File: config.mk
export PLATFORM = sky130hd
export DESIGN_NAME = alu_issue
export DESIGN_NICKNAME = d
export VERILOG_FILES = /design/src/rtl/alu_issue_pkg.sv /design/src/rtl/alu_issue_decode.sv /design/src/rtl/alu_issue.sv
export SDC_FILE = /design/constraint.sdc
export NUM_CORES = 1
export LEC_CHECK = 0
export CAP_MARGIN = 20
export CORE_ASPECT_RATIO = 0.6
export CORE_UTILIZATION = 40
export CTS_BUF_LIST = sky130_fd_sc_hd__clkbuf_8
export DETAILED_ROUTE_END_ITERATION = 8
export PLACE_DENSITY_LB_ADDON = 0.25
export SYNTH_ARGS = -nofsm -noshare
export SYNTH_HDL_FRONTEND = slang
export SYNTH_SLANG_ARGS = --single-unit
File: constraint.sdc
create_clock -name clk_i -period 2.1 [get_ports clk_i]
set_clock_uncertainty 0.1 [all_clocks]
set_input_delay 0.42 -clock clk_i [delete_from_list [all_inputs] [get_ports clk_i]]
set_output_delay 0.42 -clock clk_i [all_outputs]
set_load 0.005 [all_outputs]
File: src/rtl/alu_issue_pkg.sv
// Shared RV32I encodings, ALU opcode constants and the issue-entry layout.
package alu_issue_pkg;

    localparam int unsigned XLEN_P  = 32;
    localparam int unsigned OPC_W_P = 8;
    localparam int unsigned REG_W   = 5;

    // RV32I major opcodes handled by this stage
    localparam logic [6:0] OPC_OP     = 7'b0110011;
    localparam logic [6:0] OPC_OP_IMM = 7'b0010011;
    localparam logic [6:0] OPC_LUI    = 7'b0110111;
    localparam logic [6:0] OPC_AUIPC  = 7'b0010111;

    localparam logic [2:0] F3_ADD  = 3'b000;
    localparam logic [2:0] F3_SLL  = 3'b001;
    localparam logic [2:0] F3_SLT  = 3'b010;
    localparam logic [2:0] F3_SLTU = 3'b011;
    localparam logic [2:0] F3_XOR  = 3'b100;
    localparam logic [2:0] F3_SR   = 3'b101;
    localparam logic [2:0] F3_OR   = 3'b110;
    localparam logic [2:0] F3_AND  = 3'b111;

    localparam logic [6:0] F7_BASE = 7'b0000000;
    localparam logic [6:0] F7_ALT  = 7'b0100000;

    // ALU opcodes; SUB shares the ADD code and SLT shares the SRA code, alu_op selects
    localparam logic [OPC_W_P-1:0] ALU_ADD  = 8'h00;
    localparam logic [OPC_W_P-1:0] ALU_SUB  = ALU_ADD;
    localparam logic [OPC_W_P-1:0] ALU_XOR  = 8'h01;
    localparam logic [OPC_W_P-1:0] ALU_OR   = 8'h02;
    localparam logic [OPC_W_P-1:0] ALU_AND  = 8'h03;
    localparam logic [OPC_W_P-1:0] ALU_SLL  = 8'h04;
    localparam logic [OPC_W_P-1:0] ALU_SRL  = 8'h05;
    localparam logic [OPC_W_P-1:0] ALU_SRA  = 8'h06;
    localparam logic [OPC_W_P-1:0] ALU_SLT  = ALU_SRA;
    localparam logic [OPC_W_P-1:0] ALU_SLTU = 8'h07;

    typedef struct packed {
        logic [XLEN_P-1:0]  op1;
        logic [XLEN_P-1:0]  op2;
        logic [OPC_W_P-1:0] opcode;
        logic               alu_op;
        logic [REG_W-1:0]   rd;
        logic               we;
        logic               illegal;
    } issue_entry_t;

    // ALU opcode for a funct3; alt selects the arithmetic right shift
    function automatic logic [OPC_W_P-1:0] alu_code(input logic [2:0] f3, input logic alt);
        logic [OPC_W_P-1:0] code;
        unique case (f3)
            F3_ADD:  code = alt ? ALU_SUB : ALU_ADD;
            F3_SLL:  code = ALU_SLL;
            F3_SLT:  code = ALU_SLT;
            F3_SLTU: code = ALU_SLTU;
            F3_XOR:  code = ALU_XOR;
            F3_SR:   code = alt ? ALU_SRA : ALU_SRL;
            F3_OR:   code = ALU_OR;
            default: code = ALU_AND;
        endcase
        return code;
    endfunction

endpackage

File: src/rtl/alu_issue_decode.sv
// Combinational RV32I OP/OP-IMM/LUI/AUIPC decode into an ALU issue entry.
// Ports: inst_i, pc_i, rs1_data_i, rs2_data_i in; entry_c out (combinational).
module alu_issue_decode
    import alu_issue_pkg::*;
(
    input  logic [31:0]  inst_i,
    input  logic [31:0]  pc_i,
    input  logic [31:0]  rs1_data_i,
    input  logic [31:0]  rs2_data_i,
    output issue_entry_t entry_c
);

    logic [6:0]  major;
    logic [2:0]  f3;
    logic [6:0]  f7;
    logic        alt;
    logic        is_shift;
    logic [31:0] u_imm;
    logic [31:0] i_imm;
    logic [31:0] shamt;

    assign major    = inst_i[6:0];
    assign f3       = inst_i[14:12];
    assign f7       = inst_i[31:25];
    assign alt      = (f7 == F7_ALT);
    assign is_shift = (f3 == F3_SLL) || (f3 == F3_SR);
    assign u_imm    = {inst_i[31:12], 12'b0};
    assign i_imm    = {{20{inst_i[31]}}, inst_i[31:20]};
    assign shamt    = {27'b0, inst_i[24:20]};

    always_comb begin
        entry_c        = '0;
        entry_c.rd     = inst_i[11:7];
        entry_c.opcode = ALU_ADD;
        unique case (major)
            OPC_OP: begin
                entry_c.op1     = rs1_data_i;
                entry_c.op2     = is_shift ? {27'b0, rs2_data_i[4:0]} : rs2_data_i;
                entry_c.opcode  = alu_code(f3, alt);
                entry_c.alu_op  = alt;
                entry_c.illegal = !((f7 == F7_BASE) || (alt && ((f3 == F3_ADD) || (f3 == F3_SR))));
            end
            OPC_OP_IMM: begin
                // imm[10] only means SRAI on a right shift; elsewhere it is immediate data
                entry_c.op1     = rs1_data_i;
                entry_c.op2     = is_shift ? shamt : i_imm;
                entry_c.opcode  = alu_code(f3, alt && (f3 == F3_SR));
                entry_c.alu_op  = alt && (f3 == F3_SR);
                entry_c.illegal = ((f3 == F3_SLL) && (f7 != F7_BASE))
                               || ((f3 == F3_SR) && (f7 != F7_BASE) && !alt);
            end
            OPC_LUI: begin
                entry_c.op2 = u_imm;
            end
            OPC_AUIPC: begin
                entry_c.op1 = pc_i;
                entry_c.op2 = u_imm;
            end
            default: begin
                entry_c.illegal = 1'b1;
            end
        endcase
        // every illegal entry carries neutral operands so EX sees a harmless ADD
        if (entry_c.illegal) begin
            entry_c.op1    = '0;
            entry_c.op2    = '0;
            entry_c.opcode = ALU_ADD;
            entry_c.alu_op = 1'b0;
        end
        entry_c.we = !entry_c.illegal && (entry_c.rd != '0);
    end

endmodule

File: src/rtl/alu_issue.sv
// ALU issue stage: decodes the incoming instruction and holds it in a 2-entry
// skid buffer toward EX with valid/ready handshakes on both sides.
// Ports: clk_i, rst_ni (sync, active-low), flush_i; upstream inst_valid_i/
// inst_ready_o with inst_i, pc_i, rs1_data_i, rs2_data_i; downstream
// ex_valid_o/ex_ready_i with ex_op1_o, ex_op2_o, ex_opcode_o, ex_alu_op_o,
// ex_rd_o, ex_we_o, ex_illegal_o.
module alu_issue
    import alu_issue_pkg::*;
#(
    parameter int unsigned XLEN  = 32,
    parameter int unsigned OPC_W = 8
) (
    input  logic             clk_i,
    input  logic             rst_ni,
    input  logic             flush_i,
    input  logic             inst_valid_i,
    output logic             inst_ready_o,
    input  logic [31:0]      inst_i,
    input  logic [XLEN-1:0]  pc_i,
    input  logic [XLEN-1:0]  rs1_data_i,
    input  logic [XLEN-1:0]  rs2_data_i,
    output logic             ex_valid_o,
    input  logic             ex_ready_i,
    output logic [XLEN-1:0]  ex_op1_o,
    output logic [XLEN-1:0]  ex_op2_o,
    output logic [OPC_W-1:0] ex_opcode_o,
    output logic             ex_alu_op_o,
    output logic [4:0]       ex_rd_o,
    output logic             ex_we_o,
    output logic             ex_illegal_o
);

    typedef enum logic [1:0] {
        ST_EMPTY = 2'd0,
        ST_ONE   = 2'd1,
        ST_TWO   = 2'd2
    } buf_state_e;

    buf_state_e   state_q, state_d;
    issue_entry_t main_q, main_d;
    issue_entry_t skid_q, skid_d;
    issue_entry_t dec_entry;
    logic         valid_q, ready_q;
    logic         accept, xfer;

    alu_issue_decode u_decode (
        .inst_i     (inst_i),
        .pc_i       (32'(pc_i)),
        .rs1_data_i (32'(rs1_data_i)),
        .rs2_data_i (32'(rs2_data_i)),
        .entry_c    (dec_entry)
    );

    assign accept = inst_valid_i && ready_q;
    assign xfer   = valid_q && ex_ready_i;

    // State and entry registers
    always_ff @(posedge clk_i) begin
        if (!rst_ni) begin
            state_q <= ST_EMPTY;
            main_q  <= '0;
            skid_q  <= '0;
            valid_q <= 1'b0;
            ready_q <= 1'b1;
        end else begin
            state_q <= state_d;
            main_q  <= main_d;
            skid_q  <= skid_d;
            valid_q <= (state_d != ST_EMPTY);
            ready_q <= (state_d != ST_TWO);
        end
    end

    // Next-state and buffer data movement; main always holds the oldest entry
    always_comb begin
        state_d = state_q;
        main_d  = main_q;
        skid_d  = skid_q;
        unique case (state_q)
            ST_EMPTY: begin
                if (accept) begin
                    state_d = ST_ONE;
                    main_d  = dec_entry;
                end
            end
            ST_ONE: begin
                if (accept && xfer) begin
                    main_d = dec_entry;
                end else if (accept) begin
                    state_d = ST_TWO;
                    skid_d  = dec_entry;
                end else if (xfer) begin
                    state_d = ST_EMPTY;
                end
            end
            ST_TWO: begin
                if (xfer) begin
                    state_d = ST_ONE;
                    main_d  = skid_q;
                end
            end
            default: begin
                state_d = ST_EMPTY;
            end
        endcase
        if (flush_i) begin
            state_d = ST_EMPTY;
            main_d  = main_q;
            skid_d  = skid_q;
        end
    end

    assign inst_ready_o = ready_q;
    assign ex_valid_o   = valid_q;
    assign ex_op1_o     = XLEN'(main_q.op1);
    assign ex_op2_o     = XLEN'(main_q.op2);
    assign ex_opcode_o  = OPC_W'(main_q.opcode);
    assign ex_alu_op_o  = main_q.alu_op;
    assign ex_rd_o      = main_q.rd;
    assign ex_we_o      = main_q.we;
    assign ex_illegal_o = main_q.illegal;

endmodule

# Word level (Yosys, flattened, before mapping)
# Index checks and enable logic that the tools add are counted.
dict set report totals {
  ff_bits 164
}
dict set report classes {
  eq_ne 17
  muxes 22
  n_bitwise 2
  reduce_logical 27
}
# op n
set ops {}
lappend ops {{$mux W80} 3}
lappend ops {{$pmux W80 S3} 1}
lappend ops {{$pmux W8 S7} 2}
lappend ops {{$pmux W32 S3} 1}
lappend ops {{$mux W73} 1}
lappend ops {{$mux W32} 2}
lappend ops {{$pmux W32 S2} 1}
lappend ops {{$eq A7 B6 Y1 const B} 3}
lappend ops {{$pmux W9 S2} 1}
lappend ops {{$mux W2} 8}
lappend ops {{$eq A7 B5 Y1 const B} 2}
lappend ops {{$eq A3 B3 Y1 const B} 3}
lappend ops {{$logic_and A1 B1 Y1} 9}
lappend ops {{$ne A2 B2 Y1 const B} 4}
lappend ops {{$logic_not A7 Y1} 1}
lappend ops {{$reduce_bool A7 Y1} 1}
lappend ops {{$eq A3 B2 Y1 const B} 2}
lappend ops {{$pmux W2 S3} 1}
lappend ops {{$reduce_and A5 Y1} 1}
lappend ops {{$reduce_bool A5 Y1} 1}
lappend ops {{$logic_or A1 B1 Y1} 4}
lappend ops {{$reduce_and A4 Y1} 1}
lappend ops {{$reduce_or A2 Y1} 2}
lappend ops {{$eq A3 B1 Y1 const B} 1}
lappend ops {{9 further kinds} 12}

# Logic depth before layout (Yosys ltp)
dict set report logic_depth {
  word_depth 10
  depth_mapped 8
  ltp_nobuf 5
}

# By module
# A second synthesis with hierarchy kept.
dict set report unflattened {
  cells_unflattened 976
  area_unflattened_um2 8406.8
}
# module n_inst cells_each area_each_um2
set modules_own_cells {}
lappend modules_own_cells {alu_issue 1 727 6791.5}
lappend modules_own_cells {alu_issue_decode 1 249 1615.3}

# Least setup slack after synthesis
# OpenSTA, ideal clock, no wires.
dict set report synth_path {
  path_kind {in2reg}
  startpoint {in inst_i[14]}
  endpoint {reg skid_q[69] (netlist bit)}
  setup_time_ns 0.067
  arrival_ns 1.934
  path_slack_ns -0.001
  stages 8
  path_buffers 3
  cell_sequence {clkbuf_1 -> xor2_1 -> o2111ai_2 -> nand4b_4 -> or3_4 -> buf_6 -> buf_6 -> o21ai_2}
}
dict set report synth_via {
  elab_chain_cells 7
  elab_cells_between_ends 13
  classes_between {eq/ne: 2; mux: 2; reduce/logical: 9}
}
# element line_no
set synth_rtl {}
lappend synth_rtl {{start, declared} alu_issue.sv:18} ;# input logic [31:0] inst_i,
lappend synth_rtl {{$eq A3 B3 Y1 / $logic_not A3 Y1 (equally long branches)} {alu_issue_decode.sv:41, alu_issue_decode.sv:50}}
lappend synth_rtl {{$logic_or A1 B1 Y1} alu_issue_decode.sv:41} ;# entry_c.illegal = !((f7 == F7_BASE) || (alt && ((f3 == F3_ADD) || (f3 == F3_SR))));
lappend synth_rtl {{$logic_and A1 B1 Y1} alu_issue_decode.sv:41}
lappend synth_rtl {{$logic_or A1 B1 Y1} alu_issue_decode.sv:41}
lappend synth_rtl {{$logic_not A1 Y1} alu_issue_decode.sv:41}
lappend synth_rtl {{$pmux W1 S3 *} alu_issue_decode.sv:35} ;# unique case (major)
lappend synth_rtl {{$mux W73 *} alu_issue_decode.sv:64} ;# if (entry_c.illegal) begin
lappend synth_rtl {{end signal, assigned} alu_issue.sv:68} ;# skid_q <= skid_d;
lappend synth_rtl {{end, declared} alu_issue.sv:41} ;# issue_entry_t skid_q, skid_d;
# Every way passes the cells marked *; elsewhere a longest branch is shown, timed or not.
# A chain may end at the register's enable or synchronous reset.

# Worst setup path after layout
dict set report layout_path {
  startpoint {in inst_i[6]}
  endpoint {reg skid_q[27] (netlist bit)}
}
dict set report layout_via {
  elab_chain_cells 4
  elab_cells_between_ends 8
  classes_between {eq/ne: 4; mux: 3; reduce/logical: 1}
}
# element line_no
set layout_rtl {}
lappend layout_rtl {{$eq A7 B6 Y1 / $eq A7 B5 Y1 (equally long branches)} alu_issue_decode.sv:35}
lappend layout_rtl {{$reduce_or A2 Y1 (no source line)} -}
lappend layout_rtl {{$pmux W32 S3 / $pmux W1 S3 (equally long branches)} alu_issue_decode.sv:35}
lappend layout_rtl {{$mux W73 *} alu_issue_decode.sv:64}
# Marks and branches as above.

==> flow_summary.yaml <==
run_status:
  outcome: "complete, no violations"
critical_path:
  critPathTopFamily: "simple AND/OR/NAND/NOR gates"
  worstPathArrival_ns: 2.33
  end_kind: "register"
  cp_max_fo: 7
  crit_slowest_cell: "or4_4"
  path_common_cell: "nand4b_4"
  cp_slowest_stage_delay_ns: 0.60
  crit_type: "input pin to register"
  worstPathRequired_ns: 2.36
  start_kind: "input pin"
  path_cells: "clkdlybuf4s50_1, nand4b_4, or2_1, nand4b_4, buf_6, or4_4, o21ai_2"
  critPathBufInv: 2
hold_path:
  hold_class: "register to register"
synth:
  yosysTopAreaCellShare_pct: 45.00
  synthCells: 791
  ys_top_cells_by_count: "dfxtp_1 (154), nand2_1 (105), o21ai_0 (102)"
  yosysMostFrequentCell: "dfxtp_1"
  avgSynthCellArea_um2: 8.662
  ys_ff_latch: 154
  synth_async_sr_flop_share_pct: 0
  yosys_warnings: 0
  yosys-top-cells-area: "dfxtp_1 (45%), o21ai_0 (7.5%), nand2_1 (5.8%), a2bb2oi_1 (4.3%), a31oi_1 (3.7%)"
  synthFlopType: "dfxtp_1"
  syn_area_um2: 6852
  seq_area_frac_synth_pct: 45.00
  yosysTopAreaCell: "dfxtp_1"
  synth_edf_count: 0
  ys_types: 57
detailed_routing:
  vias: 6976
  drt_pass1_iterations: 5
  first_iter_violations: 494
  ant_nets: 0
  wl_per_cell_um: 17.19
  wl_um: 22160
  drc: 0
  via_per_inst: 5.412
placed_design:
  place.detailed.hpwl_um: 15650
  place_congestion: 0.9212
  portBuffers: 209
timing:
  grt_setup_unrepaired: "yes"
  fmax_mhz: 482.2
  slew_violations: 0
  fin_hold_ws_ns: 0.3475
  setup_viol: 0
  hold_violations: 0
  tns_ns: 0
  min_period_ns: 2.074
  finalCritPeriodShare_pct: 98.75
clock_tree:
  cts.sinks: 154
  path_clk_slew_ns: 0.09
  cts_tree: "built"
  clock_latency_ns: 0.43
  cts_inserted_buffers: 17
  clock_path_buffers: 2
  cts_root_buf: "clkbuf_8"
  hold_buffers: 0
  htree_levels: 4
global_route:
  grt_max_degree: 84
  antenna_found_initial: 1
  overflow: 0
  grt_pass1_vias: 6280
  grt_pass1_wl_um: 34030
  grt_use_total_pct: 24.85
power:
  p_leak_nw: 3.850
  vdd_drop_max_uv: 402.5
  pwr_density_cell_nw_per_um2: 617.0
finish:
  fillers: 1445
  multi_input_area_um2: 3488
  drive_gt1_share_pct: 16.59
  finalNetCount: 1181
  diodes: 0
  seq_area_um2: 3084
  syn_to_final_growth_pct: 51.08
floorplanning:
  die_h_um: 103.4
  core_area_um2: 16490
  start_util_pct: 41.56
  num_rows: 36
  chipWidth_um: 171.0
  dieArea_um2: 17670
  num_io_pins: 215
flow_run:
  drv_cap: 0
==> final timing paths <==
| kind | from | to | slack [ns] | cells past startpoint |
|---|---|---|---|---|
| max | inst_i[6] | skid_q[27] | 0.03 | 7 |
| min reg2reg | skid_q[21] | skid_q[21] | 0.35 | 2 |
| max reg2reg | state_q[1] | skid_q[70] | 0.12 | 5 |
| min | skid_q[21] | skid_q[21] | 0.35 | 2 |
==> metrics by stage <==
stage	util, %	setup WS (ns)	total power [W]	instances	area [µm²]
4_1_cts	62.26	0.001523	0.006428	1287	10260
3_5_place_dp	59.24	-0.6378	0.004275	1248	9767
3_3_place_gp	59.24	-0.5672	0.004263	1248	9767
6_report	62.79	0.02635	0.006387	1289	10350
2_1_floorplan	-	0.008038	0.003567	795	6868
5_1_grt	62.79	-0.02010	0.006661	1289	10350
==> metal layers <==
metal | routed length (µm) | global-route usage (%)
met3 | 1588 | 4.909
met2 | 9195 | 35.83
met5 | 13 | 0
met1 | 11220 | 37.70
met4 | 138 | 5.495
==> what timing repair did <==
| action | 4_1_cts | 5_1_grt |
|---|---|---|
| setup buffers | 4 | 1 |
| gates cloned | 3 | 1 |
| hold endpoints to repair | 0 | 0 |
| resized for setup | 24 | 37 |
| setup endpoints to repair | 81 | 103 |
| pin swaps | 4 | 8 |
==> tightest hold or removal path: stages, from the launching register on <==
cell and delay [ns]:
dfxtp_1 0.31, nand2_1 0.05, o21ai_1 0.05
==> sequential cells by signal, indices dropped and copies added (netlist names) <==
signal        flops
ex_alu_op_o       1
ex_op1_o         32
ex_illegal_o      1
ex_we_o           1
ex_opcode_o       3
ex_rd_o           5
inst_ready_o      1
state_q           2
skid_q           75
ex_valid_o        1
ex_op2_o         32
==> cell usage in the layout, fill, tap and decap left out, drive strengths merged, types with 5 or more instances in the layout <==
cell	count
o31ai	5
a21oi	48
o211a	6
conb	5
o22ai	19
or3	8
nand2	105
mux2i	11
o21ai	112
a211oi	20
nand4	7
clkbuf	19
a221oi	18
a311oi	5
buf	103
and2	8
dlygate4sd2	5
inv	14
o21a	9
clkdlybuf4s50	196
nand3b	7
a31oi	41
nor3	5
a2bb2oi	34
dfxtp	154
nor2	16
nor2b	35
==> logic make-up after synthesis <==
group | after synthesis | share of synthesized area [%]
AOI/OAI and AO/OA | 332 | 31.74
and+or+nand+nor | 209 | 15.96
DFF | 154 | 45.00
buffers and inverters | 83 | 5.515
muxes | 11 | 1.607
xor gates and xnor gates | 1 | 0.1279
other | 1 | 0.05473
==> layout make-up <==
class | count | share of cell area (%)
tap | 228 | 2.756
clock inverter | 14 | 1.221
timing repair buffer | 311 | 29.95
multi-input combinational | 559 | 33.70
inverter | 5 | 0.1813
sequential | 154 | 29.80
clock buffer | 18 | 2.393
==> power by group <==
| group | internal, W | total (W) | switching, W |
|---|---|---|---|
| registers | 0.00301 | 0.00306 | 0.0000526 |
| logic | 0.000662 | 0.00116 | 0.000497 |
| clock network | 0.000905 | 0.00216 | 0.00126 |
| total | 0.00458 | 0.00639 | 0.00181 |
Power figures use the tool's default switching activity.
